[config.mk]
export PLATFORM = sky130hd
export DESIGN_NAME = rf_dump_reader_flat
export DESIGN_NICKNAME = d
export VERILOG_FILES = /design/src/rtl/rf_dump_pkg.sv /design/src/rtl/rf_dump_reader_if.sv /design/src/rtl/rf_dump_shifter.sv /design/src/rtl/rf_dump_reader.sv /design/src/flat_wrapper.sv
export SDC_FILE = /design/constraint.sdc
export NUM_CORES = 1
export LEC_CHECK = 0
export BUFFER_PORTS_ARGS = -buffer_cell sky130_fd_sc_hd__buf_2
export CORE_MARGIN = 2
export CORE_UTILIZATION = 55
export CTS_BUF_LIST = sky130_fd_sc_hd__clkbuf_4
export DETAILED_ROUTE_END_ITERATION = 12
export HOLD_SLACK_MARGIN = 0.12
export PLACE_DENSITY = 0.82
export RECOVER_POWER = 100
export SYNTH_ARGS = -nofsm -noshare
export SYNTH_HDL_FRONTEND = slang
export SYNTH_SLANG_ARGS = --single-unit
[constraint.sdc]
create_clock -name clk -period 2.8 [get_ports clk]
set_input_delay 0.42 -clock clk [delete_from_list [all_inputs] [get_ports clk]]
set_output_delay 0.42 -clock clk [all_outputs]
set_load 0.02 [all_outputs]
[src/rtl/rf_dump_pkg.sv]
// Shared types and constants for the register-file dump reader.
// Optional build macro RF_DUMP_INDEX_EN adds a per-register index header byte.
package rf_dump_pkg;

  typedef enum logic [1:0] {
    ST_IDLE  = 2'd0,
    ST_LATCH = 2'd1,
    ST_SEND  = 2'd2,
    ST_DONE  = 2'd3
  } state_t;

  localparam int DW_DEFAULT     = 32;
  localparam int BYTES_PER_WORD = DW_DEFAULT / 8;

`ifdef RF_DUMP_INDEX_EN
  localparam int HDR_BYTES = 1;
`else
  localparam int HDR_BYTES = 0;
`endif

  // Header byte is {3'b0, index[4:0]}.
  localparam logic [7:0] HDR_IDX_MASK = 8'h1F;

  function automatic logic [7:0] hdr_byte(input logic [7:0] idx);
    return idx & HDR_IDX_MASK;
  endfunction

endpackage

[src/rtl/rf_dump_reader_if.sv]
// Byte stream from the dump reader to a UART transmitter or test sink.
interface rf_dump_reader_if;
  logic [7:0] tx_data;
  logic       tx_valid;
  logic       tx_ready;

  modport master (output tx_data, output tx_valid, input tx_ready);
  modport slave  (input tx_data, input tx_valid, output tx_ready);
endinterface

[src/rtl/rf_dump_shifter.sv]
// Snapshot/shift register that serialises one register word little-endian.
// With RF_DUMP_INDEX_EN the index header byte is emitted before the data bytes.
module rf_dump_shifter
  import rf_dump_pkg::*;
#(
  parameter int DW = DW_DEFAULT
) (
  input  logic          clk,
  input  logic          rst,
  input  logic          load,
  input  logic          advance,
  input  logic [DW-1:0] load_data,
`ifdef RF_DUMP_INDEX_EN
  input  logic [7:0]    hdr,
`endif
  output logic [7:0]    tx_data,
  output logic          last_byte
);

  localparam int NBYTES = DW / 8 + HDR_BYTES;
  localparam int CW     = $clog2(NBYTES + 1);

  logic [DW-1:0] word;
  logic [CW-1:0] byte_cnt;

  // word always holds the bytes still to be emitted, lowest byte next.
  always_ff @(posedge clk or posedge rst) begin
    if (rst) begin
      word     <= '0;
      byte_cnt <= '0;
      tx_data  <= '0;
    end else if (load) begin
      byte_cnt <= '0;
`ifdef RF_DUMP_INDEX_EN
      word     <= load_data;
      tx_data  <= hdr_byte(hdr);
`else
      word     <= load_data >> 8;
      tx_data  <= load_data[7:0];
`endif
    end else if (advance && !last_byte) begin
      byte_cnt <= byte_cnt + CW'(1);
      tx_data  <= word[7:0];
      word     <= word >> 8;
    end
  end

  assign last_byte = (byte_cnt == CW'(NBYTES - 1));

endmodule

[src/rtl/rf_dump_reader.sv]
// Debug engine that walks register indices 0..NREGS-1 and streams each word out as bytes.
// Define RF_DUMP_INDEX_EN to prefix every register with its index byte.
module rf_dump_reader
  import rf_dump_pkg::*;
#(
  parameter int NREGS = 32,
  parameter int AW    = 5,
  parameter int DW    = DW_DEFAULT
) (
  input  logic          clk,
  input  logic          rst,
  input  logic          start,
  output logic          busy,
  output logic          done,
  output logic [AW-1:0] reg_sel,
  input  logic [DW-1:0] reg_data,
  rf_dump_reader_if.master tx
);

  state_t state;
  logic   last_byte;
  logic   tx_fire;

  assign tx_fire = tx.tx_valid && tx.tx_ready;

  rf_dump_shifter #(.DW(DW)) u_shifter (
    .clk       (clk),
    .rst       (rst),
    .load      (state == ST_LATCH),
    .advance   (tx_fire),
    .load_data (reg_data),
`ifdef RF_DUMP_INDEX_EN
    .hdr       (8'(reg_sel)),
`endif
    .tx_data   (tx.tx_data),
    .last_byte (last_byte)
  );

  // NOTE: async reset sits in the sensitivity list; all state here uses <= so every
  // branch sees pre-edge values regardless of statement order.
  always_ff @(posedge clk or posedge rst) begin
    if (rst) begin
      state       <= ST_IDLE;
      busy        <= 1'b0;
      done        <= 1'b0;
      reg_sel     <= '0;
      tx.tx_valid <= 1'b0;
    end else begin
      done <= 1'b0;
      unique case (state)
        ST_IDLE: begin
          if (start) begin
            reg_sel <= '0;
            busy    <= 1'b1;
            state   <= ST_LATCH;
          end
        end
        ST_LATCH: begin
          tx.tx_valid <= 1'b1;
          state       <= ST_SEND;
        end
        ST_SEND: begin
          // Intermediate bytes advance inside the shifter; only the last one ends the word.
          if (tx_fire && last_byte) begin
            tx.tx_valid <= 1'b0;
            if (reg_sel == AW'(NREGS - 1)) begin
              state <= ST_DONE;
            end else begin
              reg_sel <= reg_sel + AW'(1);
              state   <= ST_LATCH;
            end
          end
        end
        ST_DONE: begin
          done  <= 1'b1;
          busy  <= 1'b0;
          state <= ST_IDLE;
        end
        default: state <= ST_IDLE;
      endcase
    end
  end

endmodule

[src/flat_wrapper.sv]
// flat-port wrapper written by rule: the top's interface ports become plain ports
module rf_dump_reader_flat import rf_dump_pkg::*;
#(
  parameter int NREGS = 32,
  parameter int AW    = 5,
  parameter int DW    = DW_DEFAULT
)
  (clk, rst, start, busy, done, reg_sel, reg_data, tx_tx_data, tx_tx_valid, tx_tx_ready);
  rf_dump_reader_if tx_i ();
  input  logic clk;
  input  logic rst;
  input  logic start;
  output logic busy;
  output logic done;
  output logic [AW-1:0] reg_sel;
  input  logic [DW-1:0] reg_data;
  output wire logic [$bits(tx_i.tx_data)-1:0] tx_tx_data;
  output wire logic [$bits(tx_i.tx_valid)-1:0] tx_tx_valid;
  input wire logic [$bits(tx_i.tx_ready)-1:0] tx_tx_ready;
  assign tx_tx_data = tx_i.tx_data;
  assign tx_tx_valid = tx_i.tx_valid;
  assign tx_i.tx_ready = tx_tx_ready;
  rf_dump_reader #(.NREGS(NREGS), .AW(AW), .DW(DW)) u_core (.clk(clk), .rst(rst), .start(start), .busy(busy), .done(done), .reg_sel(reg_sel), .reg_data(reg_data), .tx(tx_i));
endmodule
==> metrics.txt, run 1 <==
I/O pins=52; All-Layer GR Usage=0.206; row count=22; first-pass GRT wire length=~7000 µm; post-layout util=0.659; Die Y=~66 µm; max-capacitance violation count=1; unrepaired setup endpoints after global routing=false; Reg2Reg Depth=6; cell taking the most area after synthesis=dfrtp_1; vias in the first global route=1,524; Hold Crit Depth=3; grt ovf=0; Flop pwr share=0.471; via count=between 1,500 and 2,000; Detailed Route Iter0 Violations=96; hold_ws=between 0.2 and 0.3 ns; clock-pin slew on the worst setup and hold paths=between 0.1 and 0.15 ns; post-synthesis async set-or-reset flop share=1.00; min-delay worst type=in -> reg; share of layout cells above drive strength 1=0.190; clk sinks=between 40 and 50; failing checks=max-capacitance violations, max-slew violations; RR Endpoint=u_core.u_shifter.byte_cnt[2]; Logic pwr share=0.357; PnR worst setup slack=~0.55 ns; RR Startpoint=u_core.u_shifter.byte_cnt[0]; CP Launch Type=flip-flop; setup bufs post-CTS=0; Placed Cells incl. Taps=slightly below 300; Worst Tran Pin Value=between 1.5 and 2 ns; Die X=65.9 µm; overall power=approximately 2.3 mW; Leak=approximately 1.3 nW; Starting Density=0.575; post_cts resized=0; DRC Markers=0; fmax=roughly 440 MHz; clock power share=0.172; net switching power=0.853 mW; Setup crit end kind=flip-flop; CTS H-tree depth=2; EDFF count, synth=0; final hold vios=0; total core area=approximately 3700 µm²; Setup violations, final=0; Cell Int Power=1.42 mW; Yosys cell types=35; Fin Clk Skew=between 0.01 and 0.015 ns; initial antenna violation count=0; count of yosys warnings during synthesis=0; Final Wtd Congestion=0.808; register area share after synthesis=0.535; Post-DP Area=2370 µm²; Final period util=0.805; Critical Path RT=roughly 3.1 ns; Port Buffers=51; most common flop cell mapped by yosys=dfrtp_1; Non-Filler Instances=300; synthesized netlist cell count=roughly 200; critical path peak fanout=36; setup slack after placement=slightly above 0.7 ns; synth top area cells=dfrtp_1 54%, mux2i_1 12%, nand2_1 7.3%, o21ai_1 4.5%, ha_1 2.4%; setup TNS=0 ns; wire per inst=around 13 µm; # diodes=0; synthesized flop and latch total=45; switching share of power=0.375; syn nets=~240; TritonCTS Buffers=5; Worst-Skew Late Latency=between 0.3 and 0.4 ns; number of detailed-route iterations in the first pass=4; Max rail drop VDD=between 500 and 600 µV; pin count of the biggest net entering global routing=between 40 and 50; outcome=finished with violations; final wirelength=~3900 µm; fin nets=between 200 and 300; post-synth top area share=0.535; relative slew slack=-0.0792; Syn-to-layout area delta=14.6%; Setup Crit Path Kind=reg -> reg; Cell Area, Synth=about 2100 µm²; die footprint=roughly 4300 µm²; DR vias/cell=around 5.3; Detail Route Antenna Nets=0; hold endpoint=u_core.u_shifter.word[19]; hold_sp=reg_data[27]; reg2reg setup slack=between 0.5 and 0.6 ns; synthesized area per cell=between 10 and 15 µm²; max-slew violation count=between 40 and 50; CP arrival=between 2 and 3 ns; shortest period the worst path allows=between 2 and 2.5 ns; post-DP HPWL=2750 µm; Root Buffer=clkbuf_4; TritonCTS clock tree=yes; fin area=2410 µm²; Power Density=943 nW/µm²; deepest clock path buffer count=2; Hold Buf Count CTS=0
-- synth_stat cells, types with 2 or more instances --
library cell and instances:
dfrtp_1 45, nand2_1 41, mux2i_1 25, o21ai_1 19, nand3_1 10, inv_1 6
o21ai_0 6, a21oi_1 5, clkbuf_1 5, ha_1 4, buf_2 3, buf_6 3
nand2b_1 3, nor2_1 3, a221o_1 2, a22o_1 2, buf_4 2, nand4_1 2
-- sequential cells by signal, indices dropped and copies added (netlist names) --
signal,flops
u_core.state,2
u_core.busy,1
u_core.u_shifter.byte_cnt,3
u_core.tx.tx_valid,1
u_core.done,1
u_core.u_shifter.word,24
u_core.u_shifter.tx_data,8
u_core.reg_sel,5
-- layout by cell type (no fill, tap or decap), types with 2 or more instances in the layout --
cell	n
nand4_1	2
dfrtp_1	45
nand2_1	41
nor2_1	3
clkbuf_1	16
clkbuf_4	6
a22o_1	2
buf_4	2
mux2i_1	25
ha_1	4
nand3_1	10
a221o_1	2
buf_2	35
inv_1	6
o21ai_0	25
nand2b_1	4
a21oi_1	5
-- routing by layer --
metal | part of all wire | vias to the layer above | wire length (µm) | track usage
li1 | - | 804 | - | -
met1 | 0.46 | 745 | 1820 | 0.278
met2 | 0.48 | 42 | 1900 | 0.338
met3 | 0.048 | 6 | 190 | 0.0443
met4 | 0.0091 | 0 | 36 | 0.0547
met5 | 0 | - | 0 | 0
-- power groups by stage --
stage          clock network, mW  logic [mW]  registers (mW)
6_report                   0.391       0.812            1.07
3_3_place_gp                   0       0.837            1.07
5_1_grt                    0.424       0.930            1.11
4_1_cts                    0.397       0.878            1.07
3_5_place_dp                   0       0.875            1.09
2_1_floorplan                  0       0.634            1.11
-- kinds of logic after synthesis --
family	synth area share
flip-flops	0.535
adder cells (fa/ha/maj)	0.0238
AND/OR/NAND/NOR	0.158
buffers and inverters	0.0499
multiplexers	0.126
AO/OA/AOI/OAI	0.103
XOR/XNOR	0.00416
-- how the worst max path moves through the flow --
stage | start | end | slack [ns] | depth (start not counted)
CTS | u_core.reg_sel[0] | u_core.reg_sel[0] | 0.70 | 6
floorplan | u_core.reg_sel[0] | u_core.reg_sel[0] | 0.76 | 6
finish | u_core.u_shifter.byte_cnt[0] | u_core.u_shifter.byte_cnt[2] | 0.55 | 6
global route | u_core.u_shifter.byte_cnt[0] | u_core.u_shifter.word[12] | 0.39 | 6
detailed placement | u_core.reg_sel[0] | u_core.reg_sel[0] | 0.72 | 6
global placement | u_core.reg_sel[0] | u_core.reg_sel[0] | 0.79 | 6
-- layout make-up --
cell class              count  area [µm²]
inverters                   6        22.5
repair buffers             54         255
multi-input cells         139         870
fillers                   315        1250
clock inverters             2        33.8
clock buffers               6        45.0
well taps                  48        60.1
flip-flops and latches     45        1130
-- critical path, cell delays in order, from the launching register on --
cell and delay [ns]:
dfrtp_1 0.41, ha_1 0.21, ha_1 0.24, nand3b_1 0.18
clkbuf_2 0.58, or2_1 0.44, a21oi_1 0.13
(Power assumes the default switching activity.)
==> run 2: changes to the inputs <==
- CORE_UTILIZATION: 55 -> 49
- PLACE_DENSITY: 0.82 -> 0.77
- clock period: 2.8 -> 1.9 ns (I/O delays scaled with it)
==> metrics.txt, run 2 (synthesis gave the netlist of run 1 again) <==
reg2reg setup slack=0.03 ns (-0.52 ns); final hold vios=0 (unchanged); post-layout util=0.677 (+0.0182); initial antenna violation count=0 (unchanged); fin area=2750 µm² (+14%); Worst path slowest cell=dfrtp_2; RR Startpoint=u_core.reg_sel[1]; min-delay worst type=in -> reg; max-slew violation count=0 (-100%); Reg2Reg Depth=6 (unchanged); crit-path max cell delay=0.45 ns (-0.13 ns); Logic pwr share=0.404 (+0.047); cell depth of the worst setup path=6 (unchanged); post-DP HPWL=2950 µm (+7.3%); Setup Crit Path Kind=reg -> reg; Post-DP Area=2450 µm² (+3.4%); final wirelength=4560 µm (+15%); CP dominant cell by count=ha_4; CP arrival=2.12 ns (-0.40 ns); net switching power=1.35 mW (+58%); Die X=69.5 µm (+5.6%); die footprint=4840 µm² (+11%); Setup crit end kind=flip-flop; Max rail drop VDD=626 µV (+18%); Starting Density=0.519 (-0.0562); switching share of power=0.395 (+0.0204); Worst Tran Pin Value=1.00 ns (-0.616 ns); cells along the critical path=ha_4 -> and3_4 -> ha_4 -> nand2b_4 -> a221o_1 -> mux2_4; commonest cells after routing, fill and taps aside=43 x dfrtp_1, 41 x nand2_1, 40 x buf_2, 25 x mux2i_1, 24 x dlygate4sd3_1; first-pass GRT wire length=7480 µm (+9.9%); most common library cell in the layout ignoring fill and taps=dfrtp_1; All-Layer GR Usage=0.194 (-0.0119); deepest clock path buffer count=2 (unchanged); hold endpoint=u_core.u_shifter.tx_data[5]; RR Endpoint=u_core.reg_sel[0]; outcome=completed; total core area=4060 µm² (+11%); Detailed Route Iter0 Violations=87 (-9.4%); unrepaired setup endpoints after global routing=true; Final period util=0.986 (+0.181); critical path peak fanout=5 (-86%); Setup violations, final=0 (unchanged); max-capacitance violation count=0 (-1); Fin Clk Skew=0.0222 ns (+0.0122 ns); clock-pin slew on the worst setup and hold paths=0.14 ns (+0.02 ns); DRC Markers=0 (unchanged); setup TNS=0 ns (unchanged); Crit path buffers/inverters=0 (-1); TritonCTS clock tree=yes; clk sinks=45 (unchanged); max FFs per register=24 (unchanged); CTS H-tree depth=2 (unchanged); setup bufs post-CTS=0 (unchanged); relative slew slack=0.332 (+0.411); grt ovf=0 (unchanged); via count=1,698 (+6.3%); Die Y=69.5 µm (+5.6%); TritonCTS Buffers=5 (unchanged); Detail Route Antenna Nets=0 (unchanged); Power Density=1240 nW/µm² (+32%); Cell Int Power=2.06 mW (+45%); number of detailed-route iterations in the first pass=4 (unchanged); Port Buffers=51 (unchanged); clock power share=0.137 (-0.035); CP Launch Type=flip-flop; I/O pins=52 (unchanged); share of layout cells above drive strength 1=0.238 (+0.0471); row count=23 (+4.5%); Final Wtd Congestion=0.812 (+0.47%); Flop pwr share=0.458 (-0.013); Worst-Skew Late Latency=0.37 ns (+0.03 ns); fmax=534 MHz (+20%); Reg with most FFs=u_core.u_shifter.word; fin nets=321 (+10%); Critical Path RT=2.15 ns (-0.92 ns); hold_ws=0.129 ns (-0.124 ns); Worst path top cell family by delay=flip-flops; pin count of the biggest net entering global routing=60 (+30%); top flop regs=u_core.u_shifter.word x24, u_core.u_shifter.tx_data x8, u_core.reg_sel x5; wire per inst=13.7 µm (+4.3%); vias in the first global route=1,654 (+8.5%); Syn-to-layout area delta=30.6%; Root Buffer=clkbuf_4; Hold Crit Depth=3 (unchanged); hold_sp=reg_data[5]; shortest period the worst path allows=1.87 ns (-0.379 ns); Leak=1.42 nW (+11%); # diodes=0 (unchanged); DR vias/cell=5.11 (-3.9%)
[run 2: cell types whose count changed in the layout (fill, tap and decap cells not counted), sizes merged]
cell         delta
bufinv          -1
clkbuf          -5
clkinv          +2
dlygate4sd3    +24
buf            +10
[run 2: power by group through the flow]
| stage | Sequential, mW | Clock (mW) | Combinational (mW) |
|---|---|---|---|
| global route | 1.62 | 0.526 | 1.53 |
| global placement | 1.55 | 0 | 1.30 |
| CTS | 1.55 | 0.479 | 1.40 |
| floorplan | 1.64 | 0 | 0.934 |
| detailed placement | 1.58 | 0 | 1.35 |
| finish | 1.56 | 0.468 | 1.38 |
[run 2: worst max-delay path by stage]
stage                      start           endpoint  slack, ns
3_3_place_gp   u_core.reg_sel[1]  u_core.reg_sel[0]       0.08
3_5_place_dp   u_core.reg_sel[1]  u_core.reg_sel[0]       0.03
6_report       u_core.reg_sel[1]  u_core.reg_sel[0]       0.03
4_1_cts        u_core.reg_sel[1]  u_core.reg_sel[0]       0.01
2_1_floorplan  u_core.reg_sel[1]  u_core.reg_sel[3]       0.01
5_1_grt        u_core.reg_sel[1]  u_core.reg_sel[3]      -0.03
[run 2: area by class of cell]
class | instances | area (µm²)
clock inverters | 3 | 22.5
inverters | 6 | 22.5
fillers | 314 | 1310
clock buffers | 5 | 37.5
flip-flops and latches | 45 | 1130
repair buffers | 84 | 557
well taps | 50 | 62.6
multi-input cells | 139 | 917
[run 2: routing by layer]
layer / wire length [µm] / share of wire / track usage / vias up
met5: 0 / 0 / 0 / -
met4: 121 / 0.027 / 0.100 / 0
met3: 219 / 0.048 / 0.0436 / 14
met2: 2180 / 0.48 / 0.303 / 44
met1: 2030 / 0.45 / 0.253 / 781
li1: - / - / - / 859
[run 2: timing repair]
| action | 4_1_cts | 5_1_grt |
|---|---|---|
| setup endpoints to repair | 0 | 4 |
| endpoints found under the hold margin | 49 | 0 |
| resized for setup | 0 | 2 |
| hold buffers | 24 | 0 |
[run 2: stage by stage]
| stage | power (mW) | setup slack (ns) | cells |
|---|---|---|---|
| 6_report | 3.41 | 0.0266 | 332 |
| 5_1_grt | 3.68 | -0.0342 | 332 |
| 4_1_cts | 3.43 | 0.0144 | 332 |
| 3_5_place_dp | 2.93 | 0.0313 | 300 |
| 3_3_place_gp | 2.86 | 0.0750 | 300 |
| 2_1_floorplan | 2.57 | 0.0129 | 203 |
[run 2: tightest hold or removal path: cells and delay by family]
kind                   cells  cell delay [ns]
buffers and inverters      1             0.07
AOI/OAI and AO/OA          1             0.07
and+or+nand+nor            1             0.04
